$ cat config.mk
export PLATFORM = sky130hd
export DESIGN_NAME = param_push_down_stack
export DESIGN_NICKNAME = d
export VERILOG_FILES = /design/src/rtl/param_push_down_stack.sv
export SDC_FILE = /design/constraint.sdc
export NUM_CORES = 1
export LEC_CHECK = 0
export CAP_MARGIN = 25
export CORE_ASPECT_RATIO = 0.9
export CORE_UTILIZATION = 31
export DETAILED_ROUTE_END_ITERATION = 7
export DONT_BUFFER_PORTS = 1
export GPL_ROUTABILITY_DRIVEN = 0
export PLACE_DENSITY = 0.46
export SETUP_SLACK_MARGIN = 0.15
export SYNTH_ARGS = -nofsm -noshare
export SYNTH_HDL_FRONTEND = slang
export SYNTH_SLANG_ARGS = --single-unit
$ cat constraint.sdc
create_clock -name Clk -period 6.3 [get_ports Clk]
set_input_delay 1.89 -clock Clk [delete_from_list [all_inputs] [get_ports Clk]]
set_output_delay 1.89 -clock Clk [all_outputs]
set_load 0.05 [all_outputs]
$ cat src/rtl/param_push_down_stack.sv
// Parametrised LIFO stack: push/pop/replace/bypass, flush, occupancy and error flags.
// Define STACK_ERR_STICKY_EN to make ovf/unf sticky until Rst or clr.
module param_push_down_stack #(
  parameter  int WIDTH = 8,
  parameter  int DEPTH = 16,
  localparam int CNT_W = $clog2(DEPTH + 1)
) (
  input  logic             Clk,
  input  logic             Rst,
  input  logic             clr,
  input  logic             push,
  input  logic             pop,
  input  logic [WIDTH-1:0] data_i,
  output logic [WIDTH-1:0] data_o,
  output logic             valid_o,
  output logic             empty,
  output logic             full,
  output logic [CNT_W-1:0] count,
  output logic             ovf,
  output logic             unf
);

  localparam int AW = (DEPTH > 1) ? $clog2(DEPTH) : 1;

  typedef enum logic [2:0] {
    OP_IDLE,
    OP_PUSH,
    OP_POP,
    OP_REPL,
    OP_BYP,
    OP_OVF,
    OP_UNF
  } op_e;

  logic [WIDTH-1:0] mem [DEPTH];

  op_e              op;
  logic [CNT_W-1:0] top;
  logic [CNT_W-1:0] cnt_n;
  logic [WIDTH-1:0] dout_n;
  logic             vld_n;
  logic             ovf_n;
  logic             unf_n;
  logic             ovf_hit;
  logic             unf_hit;
  logic             we;
  logic [AW-1:0]    waddr;

  assign top = count - CNT_W'(1);

  // Classify the request against the registered empty/full flags.
  always_comb begin
    op = OP_IDLE;
    unique case (1'b1)
      push & ~pop & ~full:  op = OP_PUSH;
      push & ~pop & full:   op = OP_OVF;
      ~push & pop & ~empty: op = OP_POP;
      ~push & pop & empty:  op = OP_UNF;
      push & pop & ~empty:  op = OP_REPL;
      push & pop & empty:   op = OP_BYP;
      default:              op = OP_IDLE;
    endcase
  end

  // Next occupancy, output word and storage write for the decoded op.
  always_comb begin
    cnt_n   = count;
    dout_n  = data_o;
    vld_n   = 1'b0;
    ovf_hit = 1'b0;
    unf_hit = 1'b0;
    we      = 1'b0;
    waddr   = count[AW-1:0];
    unique case (op)
      OP_PUSH: begin
        we    = 1'b1;
        cnt_n = count + CNT_W'(1);
      end
      OP_POP: begin
        dout_n = mem[top[AW-1:0]];
        cnt_n  = top;
        vld_n  = 1'b1;
      end
      OP_REPL: begin
        dout_n = mem[top[AW-1:0]];
        we     = 1'b1;
        waddr  = top[AW-1:0];
        vld_n  = 1'b1;
      end
      OP_BYP: begin
        dout_n = data_i;
        vld_n  = 1'b1;
      end
      OP_OVF:  ovf_hit = 1'b1;
      OP_UNF:  unf_hit = 1'b1;
      default: ;
    endcase
`ifdef STACK_ERR_STICKY_EN
    ovf_n = ovf | ovf_hit;
    unf_n = unf | unf_hit;
`else
    ovf_n = ovf_hit;
    unf_n = unf_hit;
`endif
    if (clr | Rst) begin
      cnt_n  = '0;
      dout_n = data_o;
      vld_n  = 1'b0;
      ovf_n  = 1'b0;
      unf_n  = 1'b0;
      we     = 1'b0;
    end
  end

  // Control and output registers; Rst dominates clr and requests.
  always_ff @(posedge Clk) begin
    if (Rst) begin
      count   <= '0;
      data_o  <= '0;
      valid_o <= 1'b0;
      ovf     <= 1'b0;
      unf     <= 1'b0;
      empty   <= 1'b1;
      full    <= 1'b0;
    end else begin
      count   <= cnt_n;
      data_o  <= dout_n;
      valid_o <= vld_n;
      ovf     <= ovf_n;
      unf     <= unf_n;
      empty   <= (cnt_n == '0);
      full    <= (cnt_n == CNT_W'(DEPTH));
    end
  end

  // Storage array, never reset; writes are suppressed by Rst and clr.
  always_ff @(posedge Clk) begin
    if (we) begin
      mem[waddr] <= data_i;
    end
  end

endmodule
## After elaboration in Yosys (flattened, before gate mapping)

Memories as Yosys holds them, arrays and structs flattened.
Index checks and enable logic that the tools add are counted.

- Bits in registers: 18
- Bits in writable memories: 128
- Latch bits: 0
- Memories kept: 1
- Output and inout bits: 18
- Bits of input ports: 13
- Bits in read-only memories: 0
- Word-level logic and storage cells: 51

Memory list:

| name | depth | width | rd ports | clocked after memory_dff | write ports | RTL line | text |
|---|---|---|---|---|---|---|---|
| mem | 16 | 8 | 1 | 0 | 1 | 35 | `logic [WIDTH-1:0] mem [DEPTH];` |

- Eq/ne operators: 7
- Reduce and logical (&&, ||, !) cells: 7
- Muxes and demuxes: 12
- Divide/modulo/power cells: 0
- Multipliers: 0
- Shifts and indexed selects: 0
- Add/subtract/negate cells: 2
- Order comparisons: 0
- Bitwise gates (word level): 15

Operators by type and width:

| operator | number |
|---|---|
| 3-bit case mux with 6 select lines | 1 |
| 8-bit case mux with 2 select lines | 1 |
| 5-bit case mux with 2 select lines | 1 |
| 1-bit AND | 9 |
| 3-bit equality test, second input constant | 3 |
| 1-bit 2-to-1 mux | 7 |
| 3-bit by 2-bit equality test with 1-bit output, second input constant | 2 |
| 2-bit OR reduction | 3 |
| 5-bit by 1-bit adder with 5-bit output, second input constant | 1 |
| 5-bit equality test, second input constant | 1 |
| 5-bit zero test | 1 |
| 5-bit 2-to-1 mux | 1 |
| 1-bit inverter | 5 |
| 5-bit by 1-bit subtractor with 5-bit output, second input constant | 1 |
| 4-bit 2-to-1 mux | 1 |
| 3-bit by 1-bit equality test with 1-bit output, second input constant | 1 |
| 3-bit OR reduction | 1 |
| 2-bit AND reduction | 1 |
| 2-bit nonzero test | 1 |
| 1-bit OR | 1 |

## Longest topological paths before layout

Gate-level depths: netlist (run 1).

- Depth after elaboration: 10
- Gate-level depth with buffers: 10
- Depth with buffers taken out: 7

## Least setup slack after synthesis (run 1)

OpenSTA, ideal clock, no wires.

- Kind: in2reg
- Start: in push
- End: mem mem[1][0], enable pin
- Cell stages on the path: 6
- Arrival: 3.234 ns
- Path slack: 2.696 ns
- Data required time: 5.930 ns
- Path buffers: 1
- Library setup time: 0.370 ns
- Cells stage by stage: clkbuf_1 > or3b_1 > nor3_1 > a31o_1 > nand2_1 > nor2_1

- Cells in the longest elaborated chain, start to end: 10
- Elaborated cells on any way between the ends: 19
- Those cells by class: eq/ne (2); mux (6); bitwise (10); reduce/logical (1)

Ends and longest elaborated chain:

| what | RTL line | text |
|---|---|---|
| from (decl) | 11 | `input logic push,` |
| 1-bit inverter | 57, 58 |  |
| 1-bit AND | 57, 58 |  |
| 1-bit AND, on equally long branches | 58, 57 |  |
| 3-bit case mux with 6 select lines * | 54 | `unique case (1'b1)` |
| 3-bit by 2-bit equality test with 1-bit output / 3-bit by 1-bit equality test with 1-bit output (equally long branches) | 74 | `unique case (op)` |
| 2-bit OR reduction (no source line) | - |  |
| 1-bit 2-to-1 mux | 74 |  |
| 1-bit 2-to-1 mux | 105 | `if (clr \| Rst) begin` |
| 1-bit 2-to-1 mux | 138 | `if (we) begin` |
| 1-bit 2-to-1 mux (not written as such) | 139 | `mem[waddr] <= data_i;` |
| to (decl) | 35 |  |

Mark *: on every way between the ends. The rest lies on a longest branch, timed or not.

## Worst setup path in the final report (run 1)

- Start: reg count[1]
- End: reg data_o[5]

- Cells in the longest elaborated chain, start to end: 3

Ends and longest elaborated chain:

| what | RTL line | text |
|---|---|---|
| from (decl) | 18 | `output logic [CNT_W-1:0] count,` |
| from (signal assigned) | 126 | `count <= cnt_n;` |
| 5-bit by 1-bit subtractor with 5-bit output | 49 | `assign top = count - CNT_W'(1);` |
| memory 16 x 8 bit | - |  |
| 8-bit case mux with 2 select lines | 74 |  |
| to (signal assigned) | 127 | `data_o <= dout_n;` |
| to (decl) | 14 | `output logic [WIDTH-1:0] data_o,` |

No other way between the ends.
A chain may end at the register's enable or synchronous reset.

==> metrics, run 1 <==
vias per cell 5.21; Arr. time, crit path 4.07 ns; EDFF count, synth about 130; status finished, final reports clean; share of total power in combinational logic 5.4%; worst vdd ir 0.149 mV; sequential fraction of the synthesis area 68.9%; Die Area 0.0202 mm^2; maxcap violations 0; ys async rst share 0%; Worst Slack Setup Final 2.52 ns; FF+latch count, synth 146; largest area contributor in the netlist edfxtp_1; worst-path fanout max 29; Sw Ratio 21.9%; fillers ~1800; PwrDens 326 mW/mm^2; largest net degree at the start of global routing 30; Hold Slack slightly below 0.8 ns; vias in the first global route 3427; Slowest-stage cell, CP dfxtp_1; pre-CTS WS 2.33 ns; commonest non-fill, non-tap cell in the layout edfxtp_1; Final Skew 0.00644 ns; register area about 0.0042 mm^2; multi-input combinational cell area about 0.0018 mm^2; initial antenna violation count 0; Slew @ Worst Pin 0.986 ns; first-pass GRT wire length about 22000 um; syn nets 385; Total GRT Usage 15.5%; # clock sinks approximately 150; Final Util 36.4%; # diodes 0; DRC viols 0; total core area 0.0192 mm^2; Max stage delay on crit path 0.94 ns; crit-path cells inv_1, ha_2, buf_4, mux4_1, mux4_2, a211oi_2, a2111oi_0; Detail Placement HPWL ~9400 um; hold buffer count at cts 0; final-report hold violation count 0; Final Setup Violations 0; most frequent cells in the layout edfxtp_1, nor2_1, mux4_2; CP Class flip-flop to flip-flop; Max Slew Vio Count 0; buffer levels on the longest clock path 2; Initial DRC Count 303; number of cell rows 48; Clock transition at path regs ~0.06 ns; total grt overflow 0; Psw roughly 0.50 mW; Achievable Freq 264 MHz; Int Power about 1.8 mW; Mapped Cells 370; fin crit period 3.78 ns; worst-skew pair later-pin latency 0.42 ns; CP required 6.59 ns; Clk pwr share 47.3%; Setup Fix Bufs, Post-CTS 0; area share of the largest cell type after synthesis between 60 and 70%; via count 3327; post-CTS sizing 0; H-tree levels 4; setup_tns 0 ns; Port Buffers 0; io pins 31; Main synth FF type edfxtp_1; total CTS buffers 17; Cell Area, Synth 0.00610 mm^2; Mapped Avg Cell Area roughly 16 um^2; Crit. End Element flip-flop; final net count 390; Setup crit start kind flip-flop; Hold WC Path Type flip-flop to flip-flop; top area cells in the synthesized netlist edfxtp_1, mux4_2, dfxtp_1, nor2_1, a221oi_1; clock root buffer clkbuf_16; Slew headroom 34.2%; period utilization 60.1%; wirelength, routed 14500 um; sequential power share 47.3%; DR pass1 iterations 4; Ys Warns 0; RSZ-0062 raised after global routing false; synth-to-layout area growth 14.7%; remaining antenna violation count 0; CTS tree built; chip height 135 um; layout cells sized above 1 19.8%; Die Wd 150 um; Lkg Pwr 2.12 nW; DR WL/cell approximately 23 um; post-synthesis cell type count 51; Initial Utilization roughly a third
## routing by layer
metal,GRT usage [%],part of all wire [%]
met5,0,0
met4,5.11,1.5
met3,4.29,6.6
met2,22.0,44
met1,22.8,48
## synthesized netlist by cell type (3+ instances only)
cell      number
edfxtp_1     128
nor2_1        43
mux4_2        32
nand2_1       22
dfxtp_1       18
a221oi_1      14
a21oi_1       13
o21ai_0       10
nor3_1         9
clkbuf_1       8
mux2_1         6
buf_2          5
buf_6          4
a211oi_1       3
and3_1         3
inv_1          3
o21ai_1        3
xnor2_1        3
## final timing paths
path,start,endpoint,slack (ns),cells past startpoint
min,data_o[2]$_SDFFE_PP0P_,data_o[2]$_SDFFE_PP0P_,0.78,2
max reg2reg,count[1]$_SDFF_PP0_,data_o[5]$_SDFFE_PP0P_,2.52,7
max,count[1]$_SDFF_PP0_,data_o[5]$_SDFFE_PP0P_,2.52,7
min reg2reg,data_o[2]$_SDFFE_PP0P_,data_o[2]$_SDFFE_PP0P_,0.78,2
## layout make-up
cell class | instances | share of cell area [%]
tap | 250 | 4.47
clock inverter | 15 | 2.90
inverter | 4 | 0.215
timing repair buffer | 5 | 0.751
multi-input combinational | 201 | 25.5
sequential | 146 | 60.1
clock buffer | 17 | 6.08
## worst max-delay path: cells and delay by family (launching register included)
family                   cells  cell delay, ns
multiplexers                 2            1.10
adder cells (fa/ha/maj)      1            0.61
flip-flops                   1            0.94
buffers and inverters        2            0.74
AO/OA/AOI/OAI                2            0.24
## power by group through the flow
stage	Combinational (mW)	Sequential [mW]	Clock (mW)
6_report	0.123	1.08	1.08
5_1_grt	0.133	1.08	1.13
4_1_cts	0.124	1.08	1.10
3_5_place_dp	0.124	1.10	0
3_3_place_gp	0.122	1.10	0
2_1_floorplan	0.0993	1.09	0
## logic make-up after synthesis
group	share of synthesized area, %
flip-flops	68.9
AND/OR/NAND/NOR	7.20
AO/OA/AOI/OAI	6.52
multiplexers	13.9
buffers and inverters	2.07
XOR/XNOR	0.985
adder cells (fa/ha/maj)	0.410
## through the flow
stage	power (mW)	cell area [um^2]	instances
2_1_floorplan	1.19	6100	370
3_3_place_gp	1.22	6340	604
3_5_place_dp	1.22	6350	605
4_1_cts	2.30	6980	637
5_1_grt	2.34	7000	638
6_report	2.28	7000	638
## registers in the layout (all words and copies together) (netlist names)
signal,count
valid_o,1
full,1
count,5
ovf,1
data_o,8
mem,128
empty,1
unf,1
(Power assumes the default switching activity.)
==> run 2, diff against run 1 <==
==> constraint.sdc (replaced) <==
create_clock -name Clk -period 3.8 [get_ports Clk]
set_input_delay 1.14 -clock Clk [delete_from_list [all_inputs] [get_ports Clk]]
set_output_delay 1.14 -clock Clk [all_outputs]
set_load 0.05 [all_outputs]
==> run 2 against run 1 <==
  * Critical endpoint is now mem[3][1]$_DFFE_PP_
  * Die area is the same
  * Largest power group unchanged
  * Total power grew 61%
  * Routed wire length grew 1.1%
  * Core utilization grew 0.24 points
  * Count of clock-buffer cells in the layout is the same
  * Hold slack lost 0.027 ns
  * Combinational power grew 82%
==> metrics, run 2 (same netlist as run 1, synthesis figures left out) <==
status finished, final reports clean (unchanged); clock root buffer clkbuf_16 (unchanged); first-pass GRT wire length 22400 um (was 22200 um); wirelength, routed 14700 um (was 14500 um); share of total power in combinational logic 6.1% (was 5.4%); Slew headroom 26.7% (was 34.2%); fillers 1821 (was 1797); Hold WC Path Type flip-flop to flip-flop (unchanged); post-CTS sizing 0 (unchanged); Int Power 2.78 mW (was 1.78 mW); number of flip-flops in the largest register 128 (unchanged); vias per cell 5.29 (was 5.21); PwrDens 520 mW/mm^2 (was 326 mW/mm^2); Reg2Reg Launch Point count[0]$_SDFF_PP0_ (was count[1]$_SDFF_PP0_); DR WL/cell 22.6 um (was 22.8 um); H-tree levels 4 (unchanged); Initial Utilization 31.7% (unchanged); buffer levels on the longest clock path 2 (unchanged); RSZ-0062 raised after global routing false (unchanged); DR pass1 iterations 5 (was 4); initial antenna violation count 0 (unchanged); FF-to-FF End mem[3][1]$_DFFE_PP_ (was data_o[5]$_SDFFE_PP0P_); setup_tns 0 ns (unchanged); DRC viols 0 (unchanged); total CTS buffers 17 (unchanged); CP bufs+invs 2 (unchanged); commonest non-fill, non-tap cell in the layout edfxtp_1 (unchanged); layout cells sized above 1 22.8% (was 19.8%); Worst Hold End count[1]$_SDFF_PP0_ (was data_o[2]$_SDFFE_PP0P_); Clock transition at path regs 0.06 ns (about the same); Final Util 36.6% (was 36.4%); top flop regs mem: 128 flops, data_o: 8 flops, count: 5 flops (unchanged); Hold Crit Start count[1]$_SDFF_PP0_ (was data_o[2]$_SDFFE_PP0P_); Clk pwr share 45.4% (was 47.3%); worst vdd ir 0.178 mV (was 0.149 mV); number of cell rows 48 (unchanged); Biggest register mem (unchanged); Initial DRC Count 225 (was 303); Top delay family on crit path simple AND/OR/NAND/NOR gates (was multiplexers); final net count 402 (was 390); Total GRT Usage 15.8% (was 15.5%); Slew @ Worst Pin 1.09 ns (was 0.986 ns); Lkg Pwr 2.16 nW (was 2.12 nW); Setup Fix Bufs, Post-CTS 0 (unchanged); most frequent cells in the layout edfxtp_1, nor2_1, mux4_2 (unchanged); crit-path cells inv_2, ha_2, buf_4, o31ai_1, nand2_1, nor2_1 (was inv_1, ha_2, buf_4, mux4_1, mux4_2, a211oi_2, a2111oi_0); Achievable Freq 342 MHz (was 264 MHz); Detail Placement HPWL 9760 um (was 9420 um); # clock sinks 146 (unchanged); hold buffer count at cts 0 (unchanged); period utilization 77.1% (was 60.1%); Setup crit start kind flip-flop (unchanged); CTS tree built (unchanged); vias in the first global route 3505 (was 3427); CP required 3.85 ns (was 6.59 ns); post-route design area 0.00704 mm^2 (was 0.00700 mm^2); Slowest-stage cell, CP nor2_1 (was dfxtp_1); R2R cell count 6 (was 7); Hold Slack 0.753 ns (was 0.780 ns); remaining antenna violation count 0 (unchanged); total core area 0.0192 mm^2 (unchanged); Sw Ratio 23.9% (was 21.9%); chip height 135 um (unchanged); Port Buffers 0 (unchanged); placed cell areas 0.00645 mm^2 (was 0.00635 mm^2); worst-skew pair later-pin latency 0.42 ns (about the same); R2R Setup Slk 0.87 ns (was 2.52 ns); Max stage delay on crit path 0.73 ns (was 0.94 ns); Max Slew Vio Count 0 (unchanged); via count 3438 (was 3327); worst-path fanout max 21 (was 29); total grt overflow 0 (unchanged); Die Wd 150 um (unchanged); largest net degree at the start of global routing 22 (was 30); Psw 0.876 mW (was 0.498 mW); sequential power share 48.5% (was 47.3%); Arr. time, crit path 2.98 ns (was 4.07 ns); Final Skew 0.00701 ns (was 0.00644 ns); Final Setup Violations 0 (unchanged); synth-to-layout area growth 15.4% (was 14.7%); CP Class flip-flop to flip-flop (unchanged); io pins 31 (unchanged); final-report hold violation count 0 (unchanged); Crit. End Element flip-flop (unchanged); Die Area 0.0202 mm^2 (unchanged); # diodes 0 (unchanged); Hold Path Depth 4 (was 2); maxcap violations 0 (unchanged); fin crit period 2.93 ns (was 3.78 ns)
==> run 2: changes by cell type in the layout (fill, tap and decap cells not counted) <==
cell	previous run	this run
clkinv_4	1	3
buf_4	3	16
buf_12	0	1
inv_6	3	6
clkinv_2	2	0
bufinv_16	4	1
clkinv_1	2	0
inv_8	2	4
buf_8	2	0
==> run 2: per-stage QoR <==
stage / instances / setup slack (ns) / power, mW
global placement: 618 / 0.574 / 2.04
global route: 650 / 0.630 / 3.78
finish: 650 / 0.872 / 3.66
CTS: 650 / 0.793 / 3.70
floorplan: 370 / 0.757 / 1.98
detailed placement: 618 / 0.626 / 2.03
==> run 2: worst max-delay path by stage <==
stage | from | end | slack [ns] | cells past startpoint
floorplan | count[0]$_SDFF_PP0_ | data_o[0]$_SDFFE_PP0P_ | 0.76 | 8
finish | count[0]$_SDFF_PP0_ | mem[3][1]$_DFFE_PP_ | 0.87 | 6
detailed placement | push | mem[3][0]$_DFFE_PP_ | 0.63 | 5
CTS | count[0]$_SDFF_PP0_ | mem[3][4]$_DFFE_PP_ | 0.79 | 6
global route | count[0]$_SDFF_PP0_ | mem[3][4]$_DFFE_PP_ | 0.63 | 6
global placement | push | mem[3][0]$_DFFE_PP_ | 0.57 | 5
==> run 2: final cells by class <==
| cell class | instances | area, um^2 | area share [%] |
|---|---|---|---|
| repair buffers | 17 | 140 | 1.99 |
| multi-input cells | 201 | 1780 | 25.3 |
| flip-flops and latches | 146 | 4200 | 59.7 |
| inverters | 4 | 15.0 | 0.213 |
| clock inverters | 15 | 161 | 2.29 |
| well taps | 250 | 313 | 4.44 |
| clock buffers | 17 | 425 | 6.04 |
==> run 2: power groups by stage <==
stage | sequential, mW | clock (mW) | combinational [mW]
floorplan | 1.81 | 0 | 0.165
global placement | 1.81 | 0 | 0.227
detailed placement | 1.81 | 0 | 0.226
CTS | 1.77 | 1.70 | 0.227
global route | 1.77 | 1.76 | 0.244
finish | 1.77 | 1.66 | 0.224
==> run 2: tightest hold or removal path, cell delays in order, from the launching register on <==
cell and delay, ns:
dfxtp_1 0.31, inv_1 0.11, o21ai_0 0.09, o21ai_0 0.15, a21oi_1 0.05
==> run 2: metal layers <==
layer / global-route usage (%) / vias up / routed length (um)
li1: - / 1521 / -
met2: 23.0 / 120 / 6610
met3: 4.63 / 17 / 866
met5: 0 / - / 0
met4: 6.45 / 0 / 305
met1: 22.1 / 1780 / 6920
